[src/rtl/time_set_ctrl.sv]
// time_set_ctrl - push-button front end for the 24-h alarm clock load port.
//
// Four raw push-buttons are synchronized (2-FF) and debounced. A rising
// debounced level gives a one-cycle press event. A small edit FSM
// (IDLE -> HOUR -> MIN -> COMMIT) edits a BCD HH:MM buffer. On commit it
// pulses LD_time or LD_alarm for one cycle. Time edits start from the
// running time. Alarm edits start from an internal shadow of the last
// committed alarm.
//
// Optional build macro: TSC_AUTOREPEAT_EN. When defined, holding btn_inc
// in an edit state generates repeat increments: the first comes after
// REPEAT_DELAY cycles, then one every REPEAT_CYCLES cycles.
//
// Ports:
//   clk, reset                    clock; asynchronous active-high reset
//   btn_set_time, btn_set_alarm   raw buttons, start a time / alarm edit
//   btn_inc, btn_next             raw buttons, increment field / advance
//   cur_H1..cur_M0                running time from the clock (BCD)
//   H_in1..M_in0                  edit buffer, drives the clock load bus
//   LD_time, LD_alarm             registered one-cycle load strobes
//   editing                       high in HOUR and MIN
//   edit_field                    0 none, 1 hour, 2 minute
module time_set_ctrl #(
    parameter int DEBOUNCE_CYCLES = 16,
    parameter int TIMEOUT_CYCLES  = 4096,
    parameter int REPEAT_DELAY    = 512,
    parameter int REPEAT_CYCLES   = 128
) (
    input  logic       clk,
    input  logic       reset,
    input  logic       btn_set_time,
    input  logic       btn_set_alarm,
    input  logic       btn_inc,
    input  logic       btn_next,
    input  logic [1:0] cur_H1,
    input  logic [3:0] cur_H0,
    input  logic [2:0] cur_M1,
    input  logic [3:0] cur_M0,
    output logic [1:0] H_in1,
    output logic [3:0] H_in0,
    output logic [2:0] M_in1,
    output logic [3:0] M_in0,
    output logic       LD_time,
    output logic       LD_alarm,
    output logic       editing,
    output logic [1:0] edit_field
);

    localparam int DB_W = $clog2(DEBOUNCE_CYCLES);
    localparam int TO_W = $clog2(TIMEOUT_CYCLES);
    localparam int B_ST = 0;
    localparam int B_SA = 1;
    localparam int B_INC = 2;
    localparam int B_NXT = 3;

    typedef enum logic [1:0] {S_IDLE, S_HOUR, S_MIN, S_COMMIT} state_t;

    // BCD hour increment, 23 wraps to 00; result is {h1, h0}.
    function automatic logic [5:0] hour_inc(input logic [1:0] h1, input logic [3:0] h0);
        if (h1 == 2'd2 && h0 == 4'd3) return 6'd0;
        else if (h0 == 4'd9)          return {h1 + 2'd1, 4'd0};
        else                          return {h1, h0 + 4'd1};
    endfunction

    // BCD minute increment, 59 wraps to 00; result is {m1, m0}.
    function automatic logic [6:0] minute_inc(input logic [2:0] m1, input logic [3:0] m0);
        if (m1 == 3'd5 && m0 == 4'd9) return 7'd0;
        else if (m0 == 4'd9)          return {m1 + 3'd1, 4'd0};
        else                          return {m1, m0 + 4'd1};
    endfunction

    logic [3:0]            raw, sync1, sync2, lvl, lvl_d, press;
    logic [3:0][DB_W-1:0]  db_cnt;
    state_t                state, state_nxt;
    logic                  target_alarm;
    logic [TO_W-1:0]       to_cnt;
    logic                  in_edit, inc_evt, any_press, timeout_hit;
    logic [1:0]            ed_h1, sh_h1;
    logic [3:0]            ed_h0, sh_h0, ed_m0, sh_m0;
    logic [2:0]            ed_m1, sh_m1;

    assign raw = {btn_next, btn_inc, btn_set_alarm, btn_set_time};

    // Synchronize, debounce, and turn debounced rising edges into press pulses.
    // The counter only runs while the synced input disagrees with the
    // accepted level, so any bounce back restarts the qualification window.
    always_ff @(posedge clk or posedge reset) begin
        if (reset) begin
            sync1  <= '0;
            sync2  <= '0;
            lvl    <= '0;
            lvl_d  <= '0;
            press  <= '0;
            db_cnt <= '0;
        end else begin
            sync1 <= raw;
            sync2 <= sync1;
            lvl_d <= lvl;
            press <= lvl & ~lvl_d;
            for (int i = 0; i < 4; i++) begin
                if (sync2[i] == lvl[i]) begin
                    db_cnt[i] <= '0;
                end else if (db_cnt[i] == DB_W'(DEBOUNCE_CYCLES - 1)) begin
                    db_cnt[i] <= '0;
                    lvl[i]    <= sync2[i];
                end else begin
                    db_cnt[i] <= db_cnt[i] + 1'b1;
                end
            end
        end
    end

    assign in_edit = (state == S_HOUR) || (state == S_MIN);

`ifdef TSC_AUTOREPEAT_EN
    localparam int RPT_MAX = (REPEAT_DELAY > REPEAT_CYCLES) ? REPEAT_DELAY : REPEAT_CYCLES;
    localparam int RPT_W   = $clog2(RPT_MAX + 1);

    logic [RPT_W-1:0] rpt_cnt;
    logic             rpt_armed, rpt_fire;

    // rpt_armed selects the initial delay versus the steady repeat period.
    assign rpt_fire = in_edit && lvl[B_INC] &&
                      (rpt_armed ? (rpt_cnt == RPT_W'(REPEAT_CYCLES - 1))
                                 : (rpt_cnt == RPT_W'(REPEAT_DELAY - 1)));

    always_ff @(posedge clk or posedge reset) begin
        if (reset) begin
            rpt_cnt   <= '0;
            rpt_armed <= 1'b0;
        end else if (!(in_edit && lvl[B_INC])) begin
            rpt_cnt   <= '0;
            rpt_armed <= 1'b0;
        end else if (rpt_fire) begin
            rpt_cnt   <= '0;
            rpt_armed <= 1'b1;
        end else begin
            rpt_cnt <= rpt_cnt + 1'b1;
        end
    end

    assign inc_evt = press[B_INC] | rpt_fire;
`else
    // Repeat parameters are unused without autorepeat.
    if (REPEAT_DELAY < 1 || REPEAT_CYCLES < 1) begin : g_repeat_unused
    end
    assign inc_evt = press[B_INC];
`endif

    assign any_press   = inc_evt | press[B_NXT];
    assign timeout_hit = in_edit && !any_press && (to_cnt == TO_W'(TIMEOUT_CYCLES - 1));

    // FSM state register.
    always_ff @(posedge clk or posedge reset) begin
        if (reset) state <= S_IDLE;
        else       state <= state_nxt;
    end

    // FSM next state. next beats a same-cycle timeout because it is a press.
    always_comb begin
        state_nxt = state;
        case (state)
            S_IDLE:   if (press[B_ST] || press[B_SA]) state_nxt = S_HOUR;
            S_HOUR:   if (press[B_NXT]) state_nxt = S_MIN;
                      else if (timeout_hit) state_nxt = S_IDLE;
            S_MIN:    if (press[B_NXT]) state_nxt = S_COMMIT;
                      else if (timeout_hit) state_nxt = S_IDLE;
            default:  state_nxt = S_IDLE;
        endcase
    end

    // FSM outputs.
    always_comb begin
        editing    = in_edit;
        edit_field = 2'd0;
        if (state == S_HOUR)     edit_field = 2'd1;
        else if (state == S_MIN) edit_field = 2'd2;
    end

    // Edit buffer, alarm shadow, timeout counter and load strobes.
    // An increment is dropped when next arrives in the same cycle, which
    // also keeps the buffer frozen in the cycle before the strobe.
    always_ff @(posedge clk or posedge reset) begin
        if (reset) begin
            {ed_h1, ed_h0, ed_m1, ed_m0} <= '0;
            {sh_h1, sh_h0, sh_m1, sh_m0} <= '0;
            target_alarm <= 1'b0;
            to_cnt       <= '0;
            LD_time      <= 1'b0;
            LD_alarm     <= 1'b0;
        end else begin
            LD_time  <= (state_nxt == S_COMMIT) && !target_alarm;
            LD_alarm <= (state_nxt == S_COMMIT) && target_alarm;

            if (in_edit && !any_press && !timeout_hit) to_cnt <= to_cnt + 1'b1;
            else                                       to_cnt <= '0;

            case (state)
                S_IDLE: begin
                    if (press[B_ST]) begin
                        {ed_h1, ed_h0, ed_m1, ed_m0} <= {cur_H1, cur_H0, cur_M1, cur_M0};
                        target_alarm <= 1'b0;
                    end else if (press[B_SA]) begin
                        {ed_h1, ed_h0, ed_m1, ed_m0} <= {sh_h1, sh_h0, sh_m1, sh_m0};
                        target_alarm <= 1'b1;
                    end
                end
                S_HOUR:   if (inc_evt && !press[B_NXT]) {ed_h1, ed_h0} <= hour_inc(ed_h1, ed_h0);
                S_MIN:    if (inc_evt && !press[B_NXT]) {ed_m1, ed_m0} <= minute_inc(ed_m1, ed_m0);
                default:  if (target_alarm) {sh_h1, sh_h0, sh_m1, sh_m0} <= {ed_h1, ed_h0, ed_m1, ed_m0};
            endcase
        end
    end

    assign H_in1 = ed_h1;
    assign H_in0 = ed_h0;
    assign M_in1 = ed_m1;
    assign M_in0 = ed_m0;

endmodule

[config.mk]
export PLATFORM = sky130hd
export DESIGN_NAME = time_set_ctrl
export DESIGN_NICKNAME = d
export VERILOG_FILES = /design/src/rtl/time_set_ctrl.sv
export SDC_FILE = /design/constraint.sdc
export NUM_CORES = 1
export LEC_CHECK = 0
export CAP_MARGIN = 25
export CORE_AREA = 3 3 100 102
export CTS_CLUSTER_DIAMETER = 40
export DETAILED_ROUTE_END_ITERATION = 10
export DIE_AREA = 0 0 103 105
export RECOVER_POWER = 25
export SETUP_SLACK_MARGIN = 0.05
export SYNTH_ARGS = -nofsm -noshare
export SYNTH_HDL_FRONTEND = slang
export SYNTH_SLANG_ARGS = --single-unit
[constraint.sdc]
create_clock -name clk -period 3.6 [get_ports clk]
set_input_delay 0.36 -clock clk [delete_from_list [all_inputs] [get_ports clk]]
set_output_delay 0.36 -clock clk [all_outputs]
set_load 0.02 [all_outputs]
==> impl_metrics.ini <==
[synth]
syn_inst = 317
synthTopCellsByArea = dfrtp_1, ha_1, mux2_2
yosysWarningCount = 0
synth_common_cells = dfrtp_1, nor2_1, inv_1
async_reset_ff_frac = 1.00
yosysUniqueCellTypes = 47
synth_top_cell_by_area = dfrtp_1
syn_area_um2 = 3640
yosysTopAreaCellShare = 0.543
synth_ff_type = dfrtp_1
syn-mean-instance-area_um2 = 11.5
syn_nets = 352
yosysMostFrequentCell = dfrtp_1
ys_seq_elements = 79
synth_edf_count = 0
seq_area_frac_synth = 0.543

[global_route]
grt_pass1_vias = 2445
grt_pass1_wl_um = 11700
track_usage = 0.136
grt-ovfl-total = 0
grt_max_degree = 49
antenna_found_initial = 0

[worst_setup_path]
reg2reg_to = H_in1[1]
path_delay_family = buffers and inverters
path_buf_inv = 2
cpPeakStageDelay_ns = 0.71
arrival_ns = 2.14
crit_type = reg2out
reg2reg_from = state[1]
endpoint_kind = output pin
r2r_slack_ns = 1.12
worstSetupStartpointType = flop
required_ns = 3.24
cpMaxStageDelayCell = clkdlybuf4s50_1
crit_chain = inv_1, ha_1, clkdlybuf4s50_1
critPathMaxFanout = 15
cp-startpoint = state[0]
worstRegToRegCells = 6

[run]
maxCapViolCount = 0

[power]
swShare = 0.272
p_leak_nw = 1.86
seqPwrFrac = 0.505
power_density_nw_per_um2 = 453
power_switching_uw = 535
intPower_mw = 1.43
peakVddDrop_mv = 0.222
p_comb_frac = 0.146
clkPwrFrac = 0.349

[floorplan]
die_x_um = 103
start_util = 0.396
core.rowCount = 35
core_um2 = 9200
io_pins = 37
die_h_um = 105
die_area_um2 = 10800

[placed_design]
pre_cts_slack_ns = 1.10
portBuffers = 36
dp_hpwl_um = 4760
place_inst = 460
routabilityCongestion = 0.795

[clocking]
cts_inserted_buffers = 9
clkSinkCount = 79
cts_tree = built
cts_root_buf = clkbuf_8
ctsResizeCount = 0
cts.path.max_buffers = 2
post_cts_buffers = 0
holdBufCountCts = 0
clkSlewWorstSetupHoldPaths_ns = 0.08
htree_levels = 3
insertion_delay_ns = 0.35

[detailed_routing]
wl_per_cell_um = 14.5
ant_nets = 0
drt-pass1-iter-count = 4
remaining_drc_errors = 0
drt_iter0_drc = 65
wl_um = 6880
avgViaCountPerCell = 5.10
vias = 2428

[sta]
finClkSkew_ns = 0.0145
tns_ns = 0
fin_hold_ws_ns = 0.353
max_slew.worst_pin.slew_ns = 1.25
period_share = 0.694
report.final.slew_viol_count = 0
finalHoldViolCount = 0
finalCriticalPeriod_ns = 2.50
setup_ws_ns = 1.10
slew_headroom = 0.169
finalSetupViolations = 0
clock.fmax_ghz = 0.400
grt_setup_unrepaired = false

[status]
status = complete, no violations

[cells_and_area]
area_delta_synth_final_pct = 19.4
num_antenna_cells = 0
drive_gt1_frac = 0.104
finalCoreUtilization = 0.472
stdcell_count = 476
finalNetCount = 395

[min_path]
hold_class = reg2reg
hold_end = sync2[2]
min_path_cells = 0
min_from = sync1[2]
==> worst register-to-register path, stage by stage, from the launching register on <==
cell and delay (ns):
dfrtp_1 0.45, inv_1 0.13, ha_1 0.50, nand3b_1 0.13
a21oi_1 0.51, a21boi_1 0.30, mux2_2 0.36
==> cell families (layout without fill, tap and decap cells) <==
kind of cell | after synthesis | in the layout | synth area share
AND/OR/NAND/NOR | 89 | 89 | 0.129
flip-flops | 79 | 79 | 0.543
AO/OA/AOI/OAI | 60 | 60 | 0.115
multiplexers | 29 | 29 | 0.0849
buffers and inverters | 26 | 74 | 0.0292
XOR/XNOR | 18 | 18 | 0.0433
adder cells (fa/ha/maj) | 16 | 16 | 0.0550
==> layout make-up <==
type | instances | area, µm²
clock buffer | 12 | 155
multi-input combinational | 212 | 1560
clock inverter | 4 | 53.8
inverter | 20 | 75.1
timing repair buffer | 38 | 388
sequential | 79 | 1980
fill | 865 | 4850
tap | 111 | 139
==> power groups by stage <==
stage          Combinational, mW  Clock (mW)  Sequential [mW]
3_3_place_gp               0.288           0             1.01
3_5_place_dp               0.291           0             1.01
5_1_grt                    0.325       0.755             1.00
4_1_cts                    0.293       0.711            0.994
2_1_floorplan              0.139           0             1.03
6_report                   0.287       0.686            0.994
==> routing by layer <==
layer / GRT usage / up-vias / routed length (µm)
met5: 0 / - / 0
met3: 0.0394 / 9 / 335
met1: 0.188 / 1169 / 3300
met4: 0.0463 / 0 / 87
met2: 0.203 / 41 / 3160
li1: - / 1209 / -
==> worst max-delay path by stage <==
stage / endpoint / slack [ns] / cells after the start
4_1_cts: edit_field[1] / 1.07 / 3
3_5_place_dp: H_in1[1] / 1.10 / 6
2_1_floorplan: LD_alarm / 1.19 / 7
5_1_grt: H_in1[1] / 0.84 / 6
6_report: edit_field[1] / 1.10 / 3
3_3_place_gp: H_in1[1] / 1.21 / 6
==> layout by cell type (no fill, tap or decap), types with 4 or more instances in the layout <==
cell type	n
o22ai_1	4
dfrtp_1	79
nand4_1	6
xor2_1	6
dlygate4sd3_1	5
nor2b_1	9
nand3_1	10
a21oi_1	14
clkbuf_8	11
o21ai_0	16
nand2_1	14
nor3b_1	4
nor2_1	29
clkdlybuf4s50_1	31
mux2_2	15
xnor2_1	12
inv_1	20
mux2i_1	14
ha_1	16
==> sequential cells by signal (all words and copies together), names as in the netlist <==
signal and count:
H_in0 4, H_in1 2, LD_alarm 1, LD_time 1, M_in0 4, M_in1 3
db_cnt 16, lvl 4, lvl_d 4, press 4, sh_h0 4, sh_h1 2
sh_m0 4, sh_m1 3, state 2, sync1 4, sync2 4, target_alarm 1
to_cnt 12
==> metrics by stage <==
stage / cell area [µm²] / total power [mW]
3_3_place_gp: 4130 / 1.30
4_1_cts: 4340 / 2.00
3_5_place_dp: 4130 / 1.30
6_report: 4340 / 1.97
5_1_grt: 4340 / 2.08
2_1_floorplan: 3640 / 1.17
Note: power is estimated with default switching activity, not from simulation.
